**src/rtl/finv_seq_if.sv**
```systemverilog
// Handshake bundle between FPU dispatch, the finv sequencer and the writeback mux.
interface finv_seq_if;
  logic        in_valid;
  logic        in_ready;
  logic [31:0] s;
  logic        out_valid;
  logic        out_ready;
  logic [31:0] d;
  logic        overflow;
  logic        underflow;
  logic        busy;

  modport master (
    output in_valid, s, out_ready,
    input  in_ready, out_valid, d, overflow, underflow, busy
  );

  modport slave (
    input  in_valid, s, out_ready,
    output in_ready, out_valid, d, overflow, underflow, busy
  );
endinterface

```
**src/rtl/finv_seq.sv**
```systemverilog
// Single-precision reciprocal by seeded Newton-Raphson on one time-shared multiplier.
// One operation in flight; result is held on the output until the consumer takes it.
module finv_seq #(
  parameter int NITER   = 2,
  parameter int MUL_LAT = 1
) (
  input  logic      clk,
  input  logic      rstn,
  finv_seq_if.slave bus
);
  localparam int NSTEP = 2 * NITER;

  typedef enum logic [2:0] {IDLE, SEED, MUL, RND, OUT} state_t;
  state_t state, state_nx;

  // Seed entry i approximates 1/(1 + (i+0.5)/256), stored as the 8 bits below the leading 1.
  function automatic int seed_val(input int i);
    int q;
    q = (2 * 262144 + (513 + 2 * i)) / (2 * (513 + 2 * i)) - 256;
    if (q > 255) q = 255;
    if (q < 0) q = 0;
    return q;
  endfunction

  logic [7:0] seed_rom [256];
  for (genvar g = 0; g < 256; g++) begin : g_rom
    localparam int V = seed_val(g);
    assign seed_rom[g] = V[7:0];
  end

  logic        sign_q;
  logic [7:0]  exp_q;
  logic [22:0] man_q;
  logic        spec_q;
  logic [31:0] om;
  logic [31:0] x;
  logic [32:0] b;
  logic [63:0] prod_q;
  logic [2:0]  step;
  logic        lat_cnt;
  logic [31:0] res_d;
  logic        res_ovf;
  logic        res_unf;

  logic        in_sign;
  logic [7:0]  in_exp;
  logic [22:0] in_man;
  assign {in_sign, in_exp, in_man} = bus.s;

  // Operands that never need the iteration: zero/denormal, inf/NaN, and results below the normal range.
  logic        special;
  logic [31:0] special_d;
  logic        special_ovf;
  logic        special_unf;
  always_comb begin
    special     = 1'b1;
    special_d   = 32'd0;
    special_ovf = 1'b0;
    special_unf = 1'b0;
    if (in_exp == 8'd0) begin
      special_d   = {in_sign, 8'hFF, 23'd0};
      special_ovf = 1'b1;
    end else if (in_exp == 8'hFF) begin
      special_d = (in_man == 23'd0) ? {in_sign, 31'd0} : 32'h7FC00000;
    end else if (in_exp == 8'd254 || (in_exp == 8'd253 && in_man != 23'd0)) begin
      special_d   = {in_sign, 31'd0};
      special_unf = 1'b1;
    end else begin
      special = 1'b0;
    end
  end

  // Even steps form b = om*x, odd steps form c = b*x; b can exceed 2^32 slightly, hence 33 bits.
  logic [32:0] mul_a;
  logic [64:0] prod;
  logic [63:0] mul_res;
  logic [32:0] x_next;
  logic        step_done;
  assign mul_a     = step[0] ? b : {1'b0, om};
  assign prod      = {32'd0, mul_a} * {33'd0, x};
  assign mul_res   = (MUL_LAT == 2) ? prod_q : prod[63:0];
  assign x_next    = {x, 1'b0} - {1'b0, mul_res[63:32]};
  assign step_done = (lat_cnt == 1'(MUL_LAT - 1));

  // x holds 1/om as Q0.32 with bit 31 set, so bit 31 is the hidden one of the result.
  logic        rne;
  logic [23:0] mant_sum;
  logic [31:0] rnd_d;
  always_comb begin
    rne      = x[7] & (x[6] | (|x[5:0]) | x[8]);
    mant_sum = {1'b0, x[30:8]} + {23'd0, rne};
    if (man_q == 23'd0 || mant_sum[23]) begin
      rnd_d = {sign_q, 8'd254 - exp_q, 23'd0};
    end else begin
      rnd_d = {sign_q, 8'd253 - exp_q, mant_sum[22:0]};
    end
  end

  always_ff @(posedge clk or negedge rstn) begin
    if (!rstn) begin
      state <= IDLE;
    end else begin
      state <= state_nx;
    end
  end

  // Special operands take one pass through RND so their output timing is fixed at one cycle.
  always_comb begin
    state_nx = state;
    unique case (state)
      IDLE: if (bus.in_valid) state_nx = special ? RND : SEED;
      SEED: state_nx = MUL;
      MUL:  if (step_done && step == 3'(NSTEP - 1)) state_nx = RND;
      RND:  state_nx = OUT;
      OUT:  if (bus.out_ready) state_nx = IDLE;
      default: state_nx = IDLE;
    endcase
  end

  always_ff @(posedge clk or negedge rstn) begin
    if (!rstn) begin
      sign_q  <= 1'b0;
      exp_q   <= 8'd0;
      man_q   <= 23'd0;
      spec_q  <= 1'b0;
      om      <= 32'd0;
      x       <= 32'd0;
      b       <= 33'd0;
      prod_q  <= 64'd0;
      step    <= 3'd0;
      lat_cnt <= 1'b0;
      res_d   <= 32'd0;
      res_ovf <= 1'b0;
      res_unf <= 1'b0;
    end else begin
      prod_q <= prod[63:0];
      case (state)
        IDLE: if (bus.in_valid) begin
          {sign_q, exp_q, man_q} <= bus.s;
          spec_q  <= special;
          res_d   <= special_d;
          res_ovf <= special_ovf;
          res_unf <= special_unf;
        end
        SEED: begin
          om      <= {1'b1, man_q, 8'd0};
          x       <= {1'b1, seed_rom[man_q[22:15]], 23'd0};
          b       <= 33'd0;
          step    <= 3'd0;
          lat_cnt <= 1'b0;
        end
        MUL: begin
          if (step_done) begin
            lat_cnt <= 1'b0;
            step    <= step + 3'd1;
            if (!step[0]) b <= mul_res[63:31];
            else          x <= x_next[31:0];
          end else begin
            lat_cnt <= lat_cnt + 1'b1;
          end
        end
        RND: if (!spec_q) res_d <= rnd_d;
        OUT: if (bus.out_ready) begin
          res_ovf <= 1'b0;
          res_unf <= 1'b0;
        end
        default: ;
      endcase
    end
  end

  logic unused_bits;
  assign unused_bits = ^{x[31], x_next[32], prod[64], mul_res[30:0]};

  assign bus.in_ready  = rstn && (state == IDLE);
  assign bus.out_valid = (state == OUT);
  assign bus.busy      = (state != IDLE);
  assign bus.d         = res_d;
  assign bus.overflow  = res_ovf;
  assign bus.underflow = res_unf;
endmodule

```
**src/flat_wrapper.sv**
```systemverilog
// flat-port wrapper written by rule: the top's interface ports become plain ports
module finv_seq_flat 
#(
  parameter int NITER   = 2,
  parameter int MUL_LAT = 1
)
  (clk, rstn, bus_in_valid, bus_s, bus_out_ready, bus_in_ready, bus_out_valid, bus_d, bus_overflow, bus_underflow, bus_busy);
  finv_seq_if bus_i ();
  input  logic clk;
  input  logic rstn;
  input wire logic [$bits(bus_i.in_valid)-1:0] bus_in_valid;
  input wire logic [$bits(bus_i.s)-1:0] bus_s;
  input wire logic [$bits(bus_i.out_ready)-1:0] bus_out_ready;
  output wire logic [$bits(bus_i.in_ready)-1:0] bus_in_ready;
  output wire logic [$bits(bus_i.out_valid)-1:0] bus_out_valid;
  output wire logic [$bits(bus_i.d)-1:0] bus_d;
  output wire logic [$bits(bus_i.overflow)-1:0] bus_overflow;
  output wire logic [$bits(bus_i.underflow)-1:0] bus_underflow;
  output wire logic [$bits(bus_i.busy)-1:0] bus_busy;
  assign bus_i.in_valid = bus_in_valid;
  assign bus_i.s = bus_s;
  assign bus_i.out_ready = bus_out_ready;
  assign bus_in_ready = bus_i.in_ready;
  assign bus_out_valid = bus_i.out_valid;
  assign bus_d = bus_i.d;
  assign bus_overflow = bus_i.overflow;
  assign bus_underflow = bus_i.underflow;
  assign bus_busy = bus_i.busy;
  finv_seq #(.NITER(NITER), .MUL_LAT(MUL_LAT)) u_core (.clk(clk), .rstn(rstn), .bus(bus_i));
endmodule
```
**config.mk**
```make
export PLATFORM = sky130hd
export DESIGN_NAME = finv_seq_flat
export DESIGN_NICKNAME = d
export VERILOG_FILES = /design/src/rtl/finv_seq_if.sv /design/src/rtl/finv_seq.sv /design/src/flat_wrapper.sv
export SDC_FILE = /design/constraint.sdc
export NUM_CORES = 2
export LEC_CHECK = 0
export ABC_AREA = 0
export BUFFER_PORTS_ARGS = -buffer_cell sky130_fd_sc_hd__buf_2
export CAP_MARGIN = 20
export CORE_MARGIN = 10
export CORE_UTILIZATION = 55
export DETAILED_ROUTE_END_ITERATION = 6
export GPL_ROUTABILITY_DRIVEN = 0
export PLACE_DENSITY = 0.77
export SLEW_MARGIN = 40
export SYNTH_ARGS = -nofsm -noshare
export SYNTH_HDL_FRONTEND = slang
export SYNTH_SLANG_ARGS = --single-unit
```
**constraint.sdc**
```tcl
create_clock -name clk -period 9.48 [get_ports clk]
set_input_delay 0.948 -clock clk [delete_from_list [all_inputs] [get_ports clk]]
set_output_delay 0.948 -clock clk [all_outputs]
set_load 0.1 [all_outputs]
```
## Word level (Yosys, flattened, before mapping)

Memories as Yosys holds them, arrays and structs flattened.
Index checks and enable logic that the tools add are counted.

- Reduce and logical (&&, ||, !) cells: 22
- Multiply operators: 1
- Add/subtract/negate cells: 6
- Mux-type cells: 37
- $lt $le $gt $ge: 1
- Bitwise operators: 5
- Equality and inequality tests: 15

Operators by type and width:

| cell | number |
|---|---|
| 32-bit 2-to-1 mux | 8 |
| 32-bit one-hot mux with 2 select lines | 2 |
| 33-bit 2-to-1 mux | 3 |
| 33-bit one-hot mux with 2 select lines | 1 |
| 33-bit by 32-bit multiplier with 64-bit output | 1 |
| 23-bit zero test | 2 |
| 32-bit subtractor | 1 |
| 31-bit 2-to-1 mux | 1 |
| 23-bit by 1-bit adder with 24-bit output | 1 |
| 8-bit equality test, second input constant | 3 |
| 23-bit nonzero test | 1 |
| 8-bit 2-to-1 mux | 2 |
| 8-bit subtractor, first input constant | 2 |
| 3-bit one-hot mux with 5 select lines | 1 |
| 3-bit AND reduction | 5 |
| 3-bit 2-to-1 mux | 4 |
| 1-bit 2-to-1 mux | 10 |
| 2-bit inequality test, second input constant | 5 |
| 3-bit by 2-bit equality test with 1-bit output, second input constant | 3 |
| 9-bit >= comparator, second input constant | 1 |
| 8-bit inverter with 9-bit output | 1 |
| 8-bit zero test | 1 |
| 1-bit one-hot mux with 2 select lines | 3 |
| 3-bit one-hot mux with 2 select lines | 1 |
| 16 further kinds | 24 |

- Memories: 1
- Input port bits: 36
- Register bits: 163
- ROM bits: 2048
- Output and inout port bits: 37

Memories:

| name | words | bits a word | rd ports | clocked after memory_dff | write ports | line | source |
|---|---|---|---|---|---|---|---|
| (name not given) | 256 | 8 | 1 | 0 | 0 | finv_seq.sv:147 | `x <= {1'b1, seed_rom[man_q[22:15]], 23'd0};` |

## Longest topological paths before layout

- Word-level depth: 9
- Mapped depth: 43
- Gate-level depth less buffers: 39

## Worst setup path after synthesis

Ideal clock, no wire load.

- Kind: flip-flop to flip-flop
- Start: register u_core.step[0]
- End: register u_core.x[30]
- Cell stages (with the launch flop): 41
- Path slack: -343 ps
- Path buffers: 3
- Arrival time: 9704 ps
- Data required time: 9360 ps
- Cell sequence: dfrtp_1 -> buf_2 -> clkbuf_1 -> mux2_2 -> clkbuf_1 -> and2_1 -> fa_1 -> inv_1 -> fa_1 -> fa_1 -> fa_1 -> inv_1 -> fa_1 -> inv_1 -> fa_1 -> inv_1 -> fa_1 -> fa_1 -> [... 5 more ...] -> a211oi_1 -> a21oi_1 -> o31a_1 -> o211a_1 -> nor2_1 -> xnor2_1 -> fa_1 -> a21o_1 -> a21oi_2 -> o21bai_4 -> a41oi_2 -> o31ai_4 -> a31o_1 -> a41oi_2 -> o21ai_1 -> or3b_1 -> a21oi_1 -> and3b_1

- Longest elaborated chain between the ends: 6
- Elaborated cells on any way between the ends: 8
- Classes of those cells: add/sub (1); mul (1); eq/ne (1); mux (4); reduce/logical (1)

Ends and longest elaborated chain:

| what | line | source |
|---|---|---|
| from (decl) | finv_seq.sv:39 | `logic [2:0] step;` |
| from (signal assigned) | finv_seq.sv:155 | `step <= step + 3'd1;` |
| 33-bit 2-to-1 mux | finv_seq.sv:79 | `assign mul_a = step[0] ? b : {1'b0, om};` |
| 33-bit by 32-bit multiplier with 64-bit output | finv_seq.sv:80 | `assign prod = {32'd0, mul_a} * {33'd0, x};` |
| 32-bit subtractor | finv_seq.sv:82 | `assign x_next = {x, 1'b0} - {1'b0, mul_res[63:32]};` |
| 32-bit 2-to-1 mux | finv_seq.sv:156 | `if (!step[0]) b <= mul_res[63:31];` |
| 32-bit 2-to-1 mux | finv_seq.sv:153 | `if (step_done) begin` |
| 32-bit one-hot mux with 2 select lines | finv_seq.sv:137 | `case (state)` |
| to (signal assigned) | finv_seq.sv:147 |  |
| to (signal assigned) | finv_seq.sv:157 | `else x <= x_next[31:0];` |
| to (decl) | finv_seq.sv:36 | `logic [31:0] x;` |

Several ways; a longest one is shown, not always the timed one. The select of a mux whose other input is x is not followed.
A chain may end at the register's enable or synchronous reset.

## Worst setup path in the final report

- Start: register u_core.step[0]
- End: register u_core.x[31]

Same word-level chain as after synthesis.

==> impl_metrics.yaml <==
cells_and_area:
  multiInputGateArea_sq_mm: 0.0365
  areaGrowthSynthToFinish_pct: 16.9
  drive_gt1_share_pct: 18.3
  seq_area_sq_mm: 0.00406
  fin_nets: 6557
  nFillCells: 5948
  fin_util_pct: 65.0
timing:
  post-route-period-util_pct: 108
  period_needed_ps: 10230
  grt_setup_unrepaired: "yes"
  fin_skew_ps: 15.2
  tightest_slew_ps: 887
  max_freq_ghz: 0.0978
  setup_ws_ps: -750
  slew_headroom_pct: 40.8
  setup_viol: 26
  finalHoldViolCount: 0
  drv_slew: 0
worst_setup_path:
  timing.rr.start: "u_core.step[0]"
  reg2reg_slack_ps: -750
  crit_start: "u_core.step[0]"
  crit_path_end_kind: "flop"
  timing.critical_path.mode_cell: "fa_1"
  cp-start-kind: "flop"
  worstPathMaxFanout: 7
  cp.arrival_ps: 10540
  required_ps: 9790
  critical_path.slowest_cell: "fa_1"
  max_stage_delay_ps: 590
  critPathKind: "reg2reg"
global_route:
  grt-ovfl-total: 0
  use_met3_pct: 6.38
  first_global_vias: 40000
  grtUsageMet1_pct: 36.2
  grt_use_met2_pct: 50.3
  track_usage_pct: 29.9
  gr-max-usage-layer: "met2"
  grt_max_degree: 86
  grt_pass1_wl_microns: 216000
  antenna_found_initial: 7
clocking:
  cts_tree: "done"
  clock_sinks: 162
  cts_hold_buf: 0
  clk_latency_ps: 450
  clk_pin_slew_ps: 80
  cts-root-buf: "clkbuf_16"
  clock_path_buffers: 2
  cts_max_level: 4
  cts_buffers: 17
place:
  place_worst_setup_slack_ps: -768
  hpwlAfterDp_microns: 108000
  port_buffers: 72
die:
  die_h_microns: 303
  core_sq_mm: 0.0791
  start_util_pct: 55.6
  die_w_microns: 303
  die_area_sq_mm: 0.0918
  num_rows: 103
  io-pin-count: 73
route:
  drcViolationCount: 0
  firstDrtPassIters: 6
  drt-total-wl_microns: 139000
  drt_iter0_drc: 3732
  drt.antenna.violating_nets: 0
  vias: 37700
  post_drt_wl_per_cell_microns: 21.8
  viasPerCell: 5.93
synthesis:
  synth_area_leaders: "fa_1, dfrtp_1, ha_1"
  syn_inst: 4967
  ys_seq_area_share_pct: 9.21
  syn_area_per_cell_sq_um: 8.86
  syn_area_sq_mm: 0.0440
  synth_top_area_share_pct: 42.1
  netlist_top_cells_count: "inv_1, fa_1, nand2_1"
  synthArstFlopShare_pct: 100
  ys_ff_latch: 162
  ys_types: 91
  synth_edf_count: 0
  post-synth-top-count-cell: "inv_1"
  synth_top_flop_cell: "dfrtp_1"
  yosysWarnings: 0
  synth_top_area_cell: "fa_1"
  syn_nets: 6230
job:
  maxCapViolations: 0
run_status:
  violations: "setup timing"
  outcome: "finished with violations"
hold_path:
  hold_path.class: "in2async"
[area by class of cell]
cell class,count,share of cell area (%)
clock buffer,17,0.827
clock inverter,15,0.370
tap,1050,2.55
multi-input combinational,3532,70.9
antenna,1,0.00486
timing repair buffer,649,10.7
inverter,932,6.80
sequential,162,7.88
[repair_timing]
action                                  CTS  global route
setup buffers                            42            32
gates resized for setup                 178           134
endpoints found under the setup margin   27            27
pin swaps                               135           143
cloned                                    1             2
[worst max-delay path: cells and delay by family (launching register included)]
kind	cells	cell delay (ps)
mux	1	360
flops	1	570
simple gates	7	930
compound gates	11	2500
fa+ha+maj	10	4830
buf+inv	5	560
xor+xnor	2	340
[cell families after synthesis]
family                   after synthesis  share of synthesized area, %
XOR/XNOR                              96                          1.93
buffers and inverters               1274                          10.9
flip-flops                           162                          9.21
AND/OR/NAND/NOR                     1595                          17.5
adder cells (fa/ha/maj)             1227                          50.6
AO/OA/AOI/OAI                        549                          8.15
multiplexers                          64                          1.69
[stage by stage]
stage                     hold slack, ps  cell area (sq um)  std cells  TNS, ps
after floorplan                      430              44100       4967        0
after global placement               446              48800       6253    -8600
after detailed placement             465              48800       6253   -11060
after CTS                            414              50600       6325    -4160
after global routing                 434              51500       6357   -15590
final                                414              51500       6358   -10360
[placed cells by master (no fill, tap or decap), types with 49 or more instances in the layout]
cell,n
fa_1,904
o21ai_0,123
buf_2,72
nand2_1,784
buf_12,49
nor2_1,76
and3_1,194
a21oi_1,99
nand3_1,80
and2_1,321
ha_1,266
inv_1,915
a21o_1,56
dfrtp_1,161
buf_4,492
[sequential cells by signal (all words and copies together), names as in the netlist]
register and count:
u_core.bus.d 32, u_core.bus.overflow 1, u_core.sign_q 1, u_core.b 33, u_core.state 3, u_core.exp_q 8
u_core.man_q 23, u_core.step 3, u_core.spec_q 1, u_core.x 32, u_core.om 24, u_core.bus.underflow 1
[metal layers]
layer | vias to the layer above | wire [microns]
met2 | 2143 | 67000
met1 | 19000 | 48800
met5 | - | 92
met4 | 12 | 8560
li1 | 15900 | -
met3 | 624 | 14100
[final timing paths]
path                       depth (start not counted)               end
max in group asynchronous                          2    u_core.step[0]
hold reg to reg                                    2   u_core.bus.d[6]
min in group clk                                   2   u_core.bus.d[6]
setup / recovery                                  36      u_core.x[31]
setup reg to reg                                  36      u_core.x[31]
hold / removal                                     1  u_core.man_q[22]
Power is left out: the tool's default activity adds up to more than one toggle a clock period on the data nets, which glitch-free logic cannot reach.
